`config.mk`:
```
export PLATFORM = sky130hd
export DESIGN_NAME = chaser_ctrl
export DESIGN_NICKNAME = d
export VERILOG_FILES = /design/src/rtl/chaser_ctrl.sv
export SDC_FILE = /design/constraint.sdc
export NUM_CORES = 1
export LEC_CHECK = 0
export CAP_MARGIN = 0
export CORE_ASPECT_RATIO = 1.1
export CORE_MARGIN = 3
export CORE_UTILIZATION = 56
export CTS_CLUSTER_SIZE = 10
export DETAILED_ROUTE_END_ITERATION = 16
export PLACE_DENSITY = 0.79
export SETUP_SLACK_MARGIN = 0.2
export SLEW_MARGIN = 20
export SYNTH_ARGS = -nofsm -noshare
export SYNTH_HDL_FRONTEND = slang
export SYNTH_SLANG_ARGS = --single-unit
```
`constraint.sdc`:
```
create_clock -name clk -period 2.4 [get_ports clk]
set_clock_uncertainty 0.2 [all_clocks]
set_input_delay 0.6 -clock clk [delete_from_list [all_inputs] [get_ports clk]]
set_output_delay 0.6 -clock clk [all_outputs]
set_load 0.1 [all_outputs]
```
`src/rtl/chaser_ctrl.sv`:
```
// Operator-control front end for the LED chaser: debounced run/direction/speed
// buttons and a rate-selectable one-cycle step strobe.
module chaser_ctrl #(
    parameter int TICK_BASE = 12_000_000,
    parameter int DB_CYCLES = 240_000
) (
    input  logic       clk,
    input  logic       rst,
    input  logic [2:0] key_n,
    output logic       tick,
    output logic       run,
    output logic       dir,
    output logic [1:0] speed
);
    localparam int CW = $clog2(TICK_BASE);
    localparam int DW = $clog2(DB_CYCLES);
    localparam logic [DW-1:0] DB_LAST = DW'(DB_CYCLES - 1);

    logic [2:0]         sync1_q, sync2_q;
    logic [2:0]         db_q, db_d;
    logic [2:0][DW-1:0] db_cnt_q, db_cnt_d;
    logic [2:0]         db_prev_q;
    logic [2:0]         press_q, press_d;
    logic [CW-1:0]      cnt_q, cnt_d, cnt_last;
    logic               tick_q, tick_d;
    logic               run_q, run_d;
    logic               dir_q, dir_d;
    logic [1:0]         speed_q, speed_d;

    // A key's debounced state flips only after DB_CYCLES back-to-back samples disagree with it.
    always_comb begin
        db_d     = db_q;
        db_cnt_d = '0;
        for (int k = 0; k < 3; k++) begin
            if (sync2_q[k] != db_q[k]) begin
                if (db_cnt_q[k] == DB_LAST) begin
                    db_d[k] = sync2_q[k];
                end else begin
                    db_cnt_d[k] = db_cnt_q[k] + DW'(1);
                end
            end
        end
    end

    assign press_d  = db_prev_q & ~db_q;
    assign cnt_last = CW'((TICK_BASE >> speed_q) - 1);

    // A speed change restarts the period; tick decision uses run before any toggle.
    always_comb begin
        cnt_d  = cnt_q;
        tick_d = 1'b0;
        if (press_q[2]) begin
            cnt_d = '0;
        end else if (run_q) begin
            if (cnt_q == cnt_last) begin
                tick_d = 1'b1;
                cnt_d  = '0;
            end else begin
                cnt_d = cnt_q + CW'(1);
            end
        end
        run_d   = run_q ^ press_q[0];
        dir_d   = dir_q ^ press_q[1];
        speed_d = speed_q + {1'b0, press_q[2]};
    end

    always_ff @(posedge clk or negedge rst) begin
        if (!rst) begin
            sync1_q   <= '1;
            sync2_q   <= '1;
            db_q      <= '1;
            db_prev_q <= '1;
            db_cnt_q  <= '0;
            press_q   <= '0;
            cnt_q     <= '0;
            tick_q    <= 1'b0;
            run_q     <= 1'b1;
            dir_q     <= 1'b0;
            speed_q   <= 2'd0;
        end else begin
            sync1_q   <= key_n;
            sync2_q   <= sync1_q;
            db_q      <= db_d;
            db_prev_q <= db_q;
            db_cnt_q  <= db_cnt_d;
            press_q   <= press_d;
            cnt_q     <= cnt_d;
            tick_q    <= tick_d;
            run_q     <= run_d;
            dir_q     <= dir_d;
            speed_q   <= speed_d;
        end
    end

    assign tick  = tick_q;
    assign run   = run_q;
    assign dir   = dir_q;
    assign speed = speed_q;

endmodule

```
==> metrics, run 1 <==
Final Instance Area ~5700 um2; final net count 528; fin util roughly 68%; top cells by area, synth dfrtp_1, dfstp_2, xor2_1; die boundary width ~95 um; Clock Latency Late Sink around 370 ps; simple-gate area share of the yosys netlist 25.2%; DRT Wirelength ~9600 um; DP Area roughly 5200 um2; ys flop type dfrtp_1; number of synthesized register bits 98; EDFF count, synth 0; largest net degree at the start of global routing 36; worst min path class reg -> reg; failing checks negative setup slack; Clock Path Buffers 2; initial antenna violation count 0; DRC violations left 0; fmax roughly 410 MHz; Tmin final 2420 ps; worst slew pin tran approximately 740 ps; diode count 0; WP data arrival 2490 ps; CP required ~2500 ps; static leakage ~2.5 nW; gr usage total just over 20%; Total Die Area a little under 10000 um2; Power Total between 2 and 3 mW; top-count cell post-synth dfrtp_1; starting density of the core between 50% and 60%; largest family of logic cells by synthesized area simple AND/OR/NAND/NOR gates; biggest area consumer among synthesized cells dfrtp_1; Slew Limit Fails 0; Cells after DPL 600; crit path launch speed[0]; Critical Path End cnt_q[23]; global-route wire length before repair between 15000 and 20000 um; crit end category flip-flop; IO Port Bufs 9; Top Usage Layer GRT met2; pwr dens roughly 520 nW/um2; Distinct cells, synth 54; Max-Cap Viols 0; CTS root buffer clkbuf_8; Final Hold Viols 0; Clk pin slew, worst setup/hold paths about 100 ps; Finished Layout Cells about 630; Worst Reg-to-Reg Cells 9; synthesized area roughly 4900 um2; Post-synth top cells dfrtp_1, nor2_1, nand2_1, nand3_1, xor2_1; outcome complete, but fails checks; M1 GR Usage 27.0%; GP Congestion 0.882; RSZ-0062 raised after global routing yes; Worst Setup Path Type reg -> reg; Core Region 8450 um2; Mean Syn Cell Area 10.2 um2; Core Rows 35; # H-tree levels 3; grt met2 use about a third; Max FO, Critical Path 6; CTS Buf Count 9; Synth Area in Compound Gates around 6%; Slew headroom slightly above 50%; register area share after synthesis 50.4%; Final Worst Setup Slack -22.5 ps; reg2reg setup slack -20 ps; vias after detailed routing 3612; Yosys Warn Count 0; vias in the first global route 3615; top cell type's share of synthesized area between 40% and 50%; Synth Instances slightly below 500; IO Count 10; DRT Pass-1 Iters 4; antenna-violating nets left 0; Detail Placement HPWL 6490 um; Remaining Overflow, GRT 0; Initial DRC Count about 230; drt wl/cell roughly 15 um; r2r endpoint cnt_q[23]; clock sink total ~100; RR Startpoint speed[0]; area share of xor/xnor cells in the synthesized design 10.9%; Final period util 101%; post-synthesis async set-or-reset flop share 100%; final count of negative-setup-slack endpoints 5; met3 Use GR 3.91%; CP Launch Type flip-flop; layout cells sized above 1 ~19%; TritonCTS clock tree yes; Vias/cell ~5.8; peak supply drop roughly 0.00042 V; Adder-Cell Fraction of Synth Area around 3.3%; setup TNS -55.2 ps; Die Height roughly 100 um; Layout area overhead 16.4%; syn_nets 499; mux cell area share after synthesis 0.894%
repair_timing:
action                                  in CTS  in global routing
gates cloned                                 0                  2
hold buffers                                 1                  0
endpoints found under the setup margin      40                 78
setup buffers                                3                  4
endpoints found under the hold margin       26                  0
pin swaps                                    8                  3
gates resized for setup                     16                 18
cells in the final DEF (no fill, tap or decap), types with 9 or more instances in the layout:
master and n:
inv_1 9, dfrtp_1 83, dfstp_2 13, nand4_1 10
buf_4 18, nand3_1 40, xor2_1 31, xnor2_1 28
nor2_1 71, and3_1 10, clkbuf_8 10, nand2_1 44
routing by layer:
metal,part of all wire (%),vias up
met3,3.7,20
li1,-,1726
met5,0,-
met4,2.3,0
met1,44,1789
met2,50,77
state kept, by name, summed over array words and instances (netlist names):
| name | cells |
|---|---|
| db_q | 3 |
| db_cnt_q | 54 |
| cnt_q | 24 |
| db_prev_q | 3 |
| press_q | 3 |
| run | 1 |
| speed | 2 |
| sync1_q | 3 |
| sync2_q | 3 |
| tick | 1 |
| dir | 1 |
worst max-delay path, cell delays in order, from the launching register on:
cell	delay, ps
dfrtp_4	510
inv_6	60
ha_4	300
and3_4	200
o22ai_4	60
nor4_4	380
a21oi_4	130
buf_6	140
a21o_1	150
a22o_1	180
cells by family (layout without fill, tap and decap cells):
logic type / after synthesis / count (layout)
adder cells (fa/ha/maj): 13 / 13
XOR/XNOR: 61 / 61
multiplexers: 4 / 4
AO/OA/AOI/OAI: 41 / 41
buffers and inverters: 27 / 60
AND/OR/NAND/NOR: 237 / 238
flip-flops: 98 / 98
power breakdown:
part           total, mW  internal [mW]  switching, mW  leakage (nW)
clock network       1.20          0.626          0.574         0.116
logic             0.0909         0.0315         0.0594          1.08
registers           1.68           1.67         0.0130          1.31
worst min path at each step:
stage / start / endpoint / slack (ps) / cells after the start
4_1_cts: sync1_q[0] / sync2_q[0] / 160 / 0
3_5_place_dp: sync1_q[0] / sync2_q[0] / 150 / 0
3_3_place_gp: sync1_q[0] / sync2_q[0] / 150 / 0
2_1_floorplan: rst / cnt_q[0] / 100 / 0
6_report: sync1_q[0] / sync2_q[0] / 160 / 0
5_1_grt: sync1_q[2] / sync2_q[2] / 170 / 0
area by class of cell:
cell class | count | area, um2
Timing Repair Buffer | 32 | 323
Multi-Input combinational cell | 357 | 2480
Sequential cell | 98 | 2480
Clock buffer | 11 | 141
Clock inverter | 5 | 85.1
Tap cell | 111 | 139
Fill cell | 623 | 2750
Inverter | 12 | 60.1
through the flow:
stage | hold slack, ps | worst slack, ps
2_1_floorplan | 104 | -17.8
3_3_place_gp | 146 | -1.28
3_5_place_dp | 148 | -55.0
4_1_cts | 161 | 44.7
5_1_grt | 166 | -119
6_report | 161 | -22.5
Note: power is estimated with default switching activity, not from simulation.
==> inputs of run 2 (changes only) <==
Settings changed: HOLD_SLACK_MARGIN from default to 0.03, MAX_ROUTING_LAYER from default to met4, SKIP_LAST_GASP from default to 1.
==> run 2 against run 1 <==
The run still ends with negative setup slack left. First-iteration DRC count is 1.3% higher. Sequential share of layout area unchanged. Die area unchanged. Clock-buffer cell count is the same. Register-to-register slack hardly changed. Worst hold slack barely moved. Combinational power barely moved. Total power rose by 0.27%. Maximum frequency fell by 0.41%.
==> metrics, run 2 (same netlist as run 1, synthesis figures left out) <==
Core Region 8450 um2 (unchanged); Reg area 2480 um2 (unchanged); hold_ws 161 ps (+0.0330 ps); Clock Path Buffers 2 (unchanged); largest net degree at the start of global routing 36 (unchanged); antenna-violating nets left 0 (unchanged); failing checks negative setup slack; Final Hold Viols 0 (unchanged); Max-Cap Viols 0 (unchanged); Detail Placement HPWL 6490 um (unchanged); worst min path class reg -> reg; Initial DRC Count 231 (+1.3%); Layout area overhead 16.4% (unchanged); peak supply drop 0.000420 V (about the same); Remaining Overflow, GRT 0 (unchanged); vias in the first global route 3617 (+0.055%); CTS root buffer clkbuf_8; worst slew pin tran 742 ps (+3.22 ps); Slew Limit Fails 0 (unchanged); WP data arrival 2500 ps (about the same); RSZ-0062 raised after global routing yes; TritonCTS clock tree yes; clock sink total 98 (unchanged); DRT Wirelength 9620 um (+0.59%); CP Cell Sequence inv_6 -> ha_4 -> nor3_4 -> o22ai_4 -> nor4_4 -> a21oi_4 -> buf_6 -> a21o_1 -> a22o_1; most flop-heavy register db_cnt_q; Fill cells 623 (unchanged); Slew headroom 50.5% (-0.22 points); drt wl/cell 15.4 um (+0.59%); vias after detailed routing 3617 (+0.14%); Largest register FFs 54 (unchanged); Final period util 101% (+0.41 points); Finished Layout Cells 626 (unchanged); final count of negative-setup-slack endpoints 6 (+1); crit end category flip-flop; Die Height 104 um (unchanged); Clk pin slew, worst setup/hold paths 100 ps (about the same); Worst Setup Path Type reg -> reg; outcome complete, but fails checks; static leakage 2.50 nW (unchanged); Clock Latency Late Sink 370 ps (about the same); IO Count 10 (unchanged); CP required 2470 ps (about the same); buffer and inverter count on the worst path 2 (unchanged); final net count 528 (unchanged); Max FO, Critical Path 6 (unchanged); commonest non-fill, non-tap cell in the layout dfrtp_1; most frequent cells in the layout dfrtp_1, nor2_1, nand2_1; CTS Buf Count 9 (unchanged); layout cells sized above 1 19.2% (unchanged); fmax 411 MHz (-0.41%); gr usage total 21.0% (+0.53 points); pwr dens 523 nW/um2 (+0.27%); multi-input gate area in the final layout 2480 um2 (unchanged); DRC violations left 0 (unchanged); Crit path largest cell delay 560 ps (+50 ps); initial antenna violation count 0 (unchanged); die boundary width 95.2 um (unchanged); biggest regs db_cnt_q: 54 flops, cnt_q: 24 flops; Total Die Area 9910 um2 (unchanged); IO Port Bufs 9 (unchanged); Tmin final 2430 ps (+9.85 ps); diode count 0 (unchanged); Core Rows 35 (unchanged); Slowest cell on crit path dfrtp_4; GP Congestion 0.897 (+1.7%); global-route wire length before repair 16300 um (+0.13%); Vias/cell 5.78 (+0.14%); Final Worst Setup Slack -32.4 ps (-9.85 ps); starting density of the core 58.0% (unchanged); Cells after DPL 600 (unchanged); DRT Pass-1 Iters 4 (unchanged); # H-tree levels 3 (unchanged); pre-CTS setup slack -55.0 ps (unchanged); CP Launch Type flip-flop; Crit path max-delay family flip-flops
## run 2: path summary, 6_finish.rpt
check | start | end | slack, ps | cells after the start
max in group asynchronous | rst | db_q[2] | 830 | 3
worst min register to register | sync1_q[0] | sync2_q[0] | 160 | 0
worst max register to register | speed[0] | cnt_q[23] | -30 | 9
min in group asynchronous | rst | db_cnt_q[45] | 510 | 2
worst min-delay path | sync1_q[0] | sync2_q[0] | 160 | 0
worst max-delay path | speed[0] | cnt_q[23] | -30 | 9
## run 2: final cells by class
type                            instances  area share, %
Clock inverter                          5           1.49
Tap cell                              111           2.43
Clock buffer                           11           2.48
Timing Repair Buffer                   32           5.66
Inverter                               12           1.05
Multi-Input combinational cell        357           43.5
Sequential cell                        98           43.4
## run 2: layer usage
layer / part of all wire, % / routed length, um / global-route usage [%] / vias up
met5: 0 / 0 / - / -
met4: 1.7 / 163 / 8.76 / 0
met3: 3.7 / 356 / 3.69 / 17
met2: 50 / 4800 / 32.8 / 81
met1: 45 / 4300 / 27.0 / 1793
li1: - / - / - / 1726
## run 2: stage by stage
stage / cell area, um2 / util, % / TNS [ps] / power, mW
final: 5710 / 67.5 / -95.9 / 2.98
after global routing: 5710 / 67.5 / -1420 / 3.11
after CTS: 5580 / 66.0 / 0 / 3.01
after detailed placement: 5240 / 62.0 / -80.3 / 1.81
after global placement: 5240 / 62.0 / -1.28 / 1.80
after floorplan: 4990 / - / -70.3 / 1.75
## run 2: repair_timing
action	CTS	global route
gates resized for setup	16	18
hold buffers	1	0
pin swaps	8	3
endpoints found under the setup margin	40	78
buffers inserted	3	4
gates cloned	0	2
hold endpoints to repair	26	0
## run 2: power breakdown
group	total, mW	switching (mW)	internal [mW]
Sequential	1.68	0.0129	1.67
Combinational	0.0910	0.0595	0.0315
Clock	1.21	0.582	0.626
Total	2.98	0.654	2.33
==> inputs of run 3 (changes only) <==
Settings changed: PLACE_DENSITY 0.79 to 0.76.
==> run 3 against run 2 <==
Via count is 1.4% higher. First-iteration DRC count rose by 47%. Cell count increased by 0.96%. Highest routed layer unchanged. Sequential power is essentially flat. Wire length up 3.7%. The flow still finishes with violations (negative setup slack). Cell area up 3.6%. Flip-flop and latch count unchanged.
==> metrics, run 3 (same netlist as run 1, synthesis figures left out) <==
outcome complete, but fails checks; failing checks negative setup slack; fmax 410 MHz (-0.28%); Clock Path Buffers 2 (unchanged); Hold Crit Start sync1_q[1]; buffer and inverter count on the worst path 3 (+1); CTS root buffer clkbuf_8; Reg area 2480 um2 (about the same); final count of negative-setup-slack endpoints 15 (+9); Crit path max-delay family simple AND/OR/NAND/NOR gates; static leakage 2.55 nW (+1.6%); most frequent cells in the layout dfrtp_1, nor2_1, nand2_1; crit path launch speed[0]; CP Launch Type flip-flop; CP required 2450 ps (-20 ps); Core Rows 35 (unchanged); initial antenna violation count 0 (unchanged); WP data arrival 2490 ps (about the same); pwr dens 487 nW/um2 (-6.9%); vias in the first global route 3553 (-1.8%); CTS Buf Count 9 (unchanged); Slew Limit Fails 0 (unchanged); global-route wire length before repair 16400 um (+0.72%); Cells after DPL 602 (+0.33%); final net count 534 (+1.1%); gr usage total 21.0% (about the same); Die Height 104 um (unchanged); Tmin final 2440 ps (+6.85 ps); diode count 0 (unchanged); drt wl/cell 15.8 um (+2.7%); Clock Latency Late Sink 360 ps (about the same); commonest non-fill, non-tap cell in the layout dfrtp_1; Fill cells 585 (-6.1%); Final Worst Setup Slack -39.2 ps (-6.85 ps); IO Count 10 (unchanged); Final period util 102% (+0.29 points); most flop-heavy register db_cnt_q; Clk pin slew, worst setup/hold paths 100 ps (about the same); GP Congestion 0.883 (-1.6%); multi-input gate area in the final layout 2630 um2 (+6.0%); pre-CTS setup slack -106 ps (-50.7 ps); peak supply drop 0.000456 V (+8.6%); Power Total 2.88 mW (-3.5%); layout cells sized above 1 24.0% (+4.8 points); RR Startpoint speed[0]; Total Die Area 9910 um2 (unchanged); Largest register FFs 54 (unchanged); starting density of the core 58.0% (unchanged); Core Region 8450 um2 (unchanged); worst min path class reg -> reg; Remaining Overflow, GRT 0 (unchanged); antenna-violating nets left 0 (unchanged); Finished Layout Cells 632 (+0.96%); Detail Placement HPWL 6360 um (-2.0%); RSZ-0062 raised after global routing yes; crit end category flip-flop; CP Cell Sequence buf_6 -> ha_4 -> xor2_2 -> o2111ai_2 -> nor4_4 -> a21oi_4 -> buf_6 -> clkbuf_16 -> nand3_1 -> nand3_1; biggest regs db_cnt_q: 54 flops, cnt_q: 24 flops; die boundary width 95.2 um (unchanged); Max FO, Critical Path 8 (+2); DRT Wirelength 9980 um (+3.7%); # H-tree levels 3 (unchanged); vias after detailed routing 3666 (+1.4%); DP Area 5260 um2 (+0.29%); Worst Setup Path Type reg -> reg; Max-Cap Viols 0 (unchanged); clock sink total 98 (unchanged); Crit path largest cell delay 520 ps (-40 ps); Initial DRC Count 340 (+47%); worst slew pin tran 747 ps (+4.84 ps); IO Port Bufs 9 (unchanged); Final Hold Viols 0 (unchanged); Final Instance Area 5910 um2 (+3.6%); largest net degree at the start of global routing 40 (+11%); Layout area overhead 20.7%; DRC violations left 0 (unchanged); Vias/cell 5.80 (+0.39%); Slew headroom 50.2% (-0.32 points); DRT Pass-1 Iters 4 (unchanged); TritonCTS clock tree yes; Slowest cell on crit path dfrtp_4
[run 3: cell types whose count changed in the layout (fill, tap and decap cells not counted), sizes merged]
cell    before  now
buf         28   33
clkinv       1    4
bufinv       2    1
clkbuf      11   10
[run 3: path summary, 6_finish.rpt]
path / cells past startpoint / to / slack, ps
worst max-delay path: 10 / cnt_q[12] / -40
worst min-delay path: 0 / sync2_q[1] / 160
worst max register to register: 10 / cnt_q[12] / -40
worst min register to register: 0 / sync2_q[1] / 160
max in group asynchronous: 3 / run / 800
min in group asynchronous: 2 / tick / 550
[run 3: power breakdown]
part / leakage, nW / internal (mW) / switching (mW) / total, mW
registers: 1.31 / 1.67 / 0.0135 / 1.69
clock network: 0.109 / 0.502 / 0.599 / 1.10
logic: 1.13 / 0.0331 / 0.0606 / 0.0937
total: 2.55 / 2.21 / 0.673 / 2.88
[run 3: per-stage QoR]
stage | utilization [%] | hold WS (ps) | TNS [ps]
after floorplan | - | 104 | -70.3
after CTS | 66.4 | 165 | 0
final | 69.9 | 163 | -323
after global routing | 69.9 | 166 | -2480
after detailed placement | 62.2 | 149 | -400
after global placement | 62.2 | 146 | -60.1
[run 3: worst reg2reg max path: stages, from the launching register on]
cell	delay [ps]
dfrtp_4	520
buf_6	130
ha_4	170
xor2_2	140
o2111ai_2	140
nor4_4	380
a21oi_4	160
buf_6	150
clkbuf_16	150
nand3_1	80
nand3_1	90
[run 3: what timing repair did]
item / 4_1_cts / 5_1_grt
hold endpoints to repair: 26 / 0
setup endpoints to repair: 50 / 58
gates cloned: 0 / 2
pin swaps: 6 / 18
gates resized for setup: 16 / 45
buffers inserted: 7 / 4
hold buffers: 1 / 0
[run 3: final cells by class]
cell class	count	area share [%]
Multi-Input combinational cell	357	44.5
Sequential cell	98	41.9
Timing Repair Buffer	38	6.65
Tap cell	111	2.35
Clock buffer	9	2.10
Clock inverter	7	1.44
Inverter	12	1.10
[run 3: per-layer routing]
layer  up-vias  share of wire (%)  GRT usage [%]
met4         0                2.1           6.80
met1      1805                 42           27.5
li1       1737                  -              -
met2       100                 51           32.3
met3        24                4.8           4.92
met5         -                  0              -
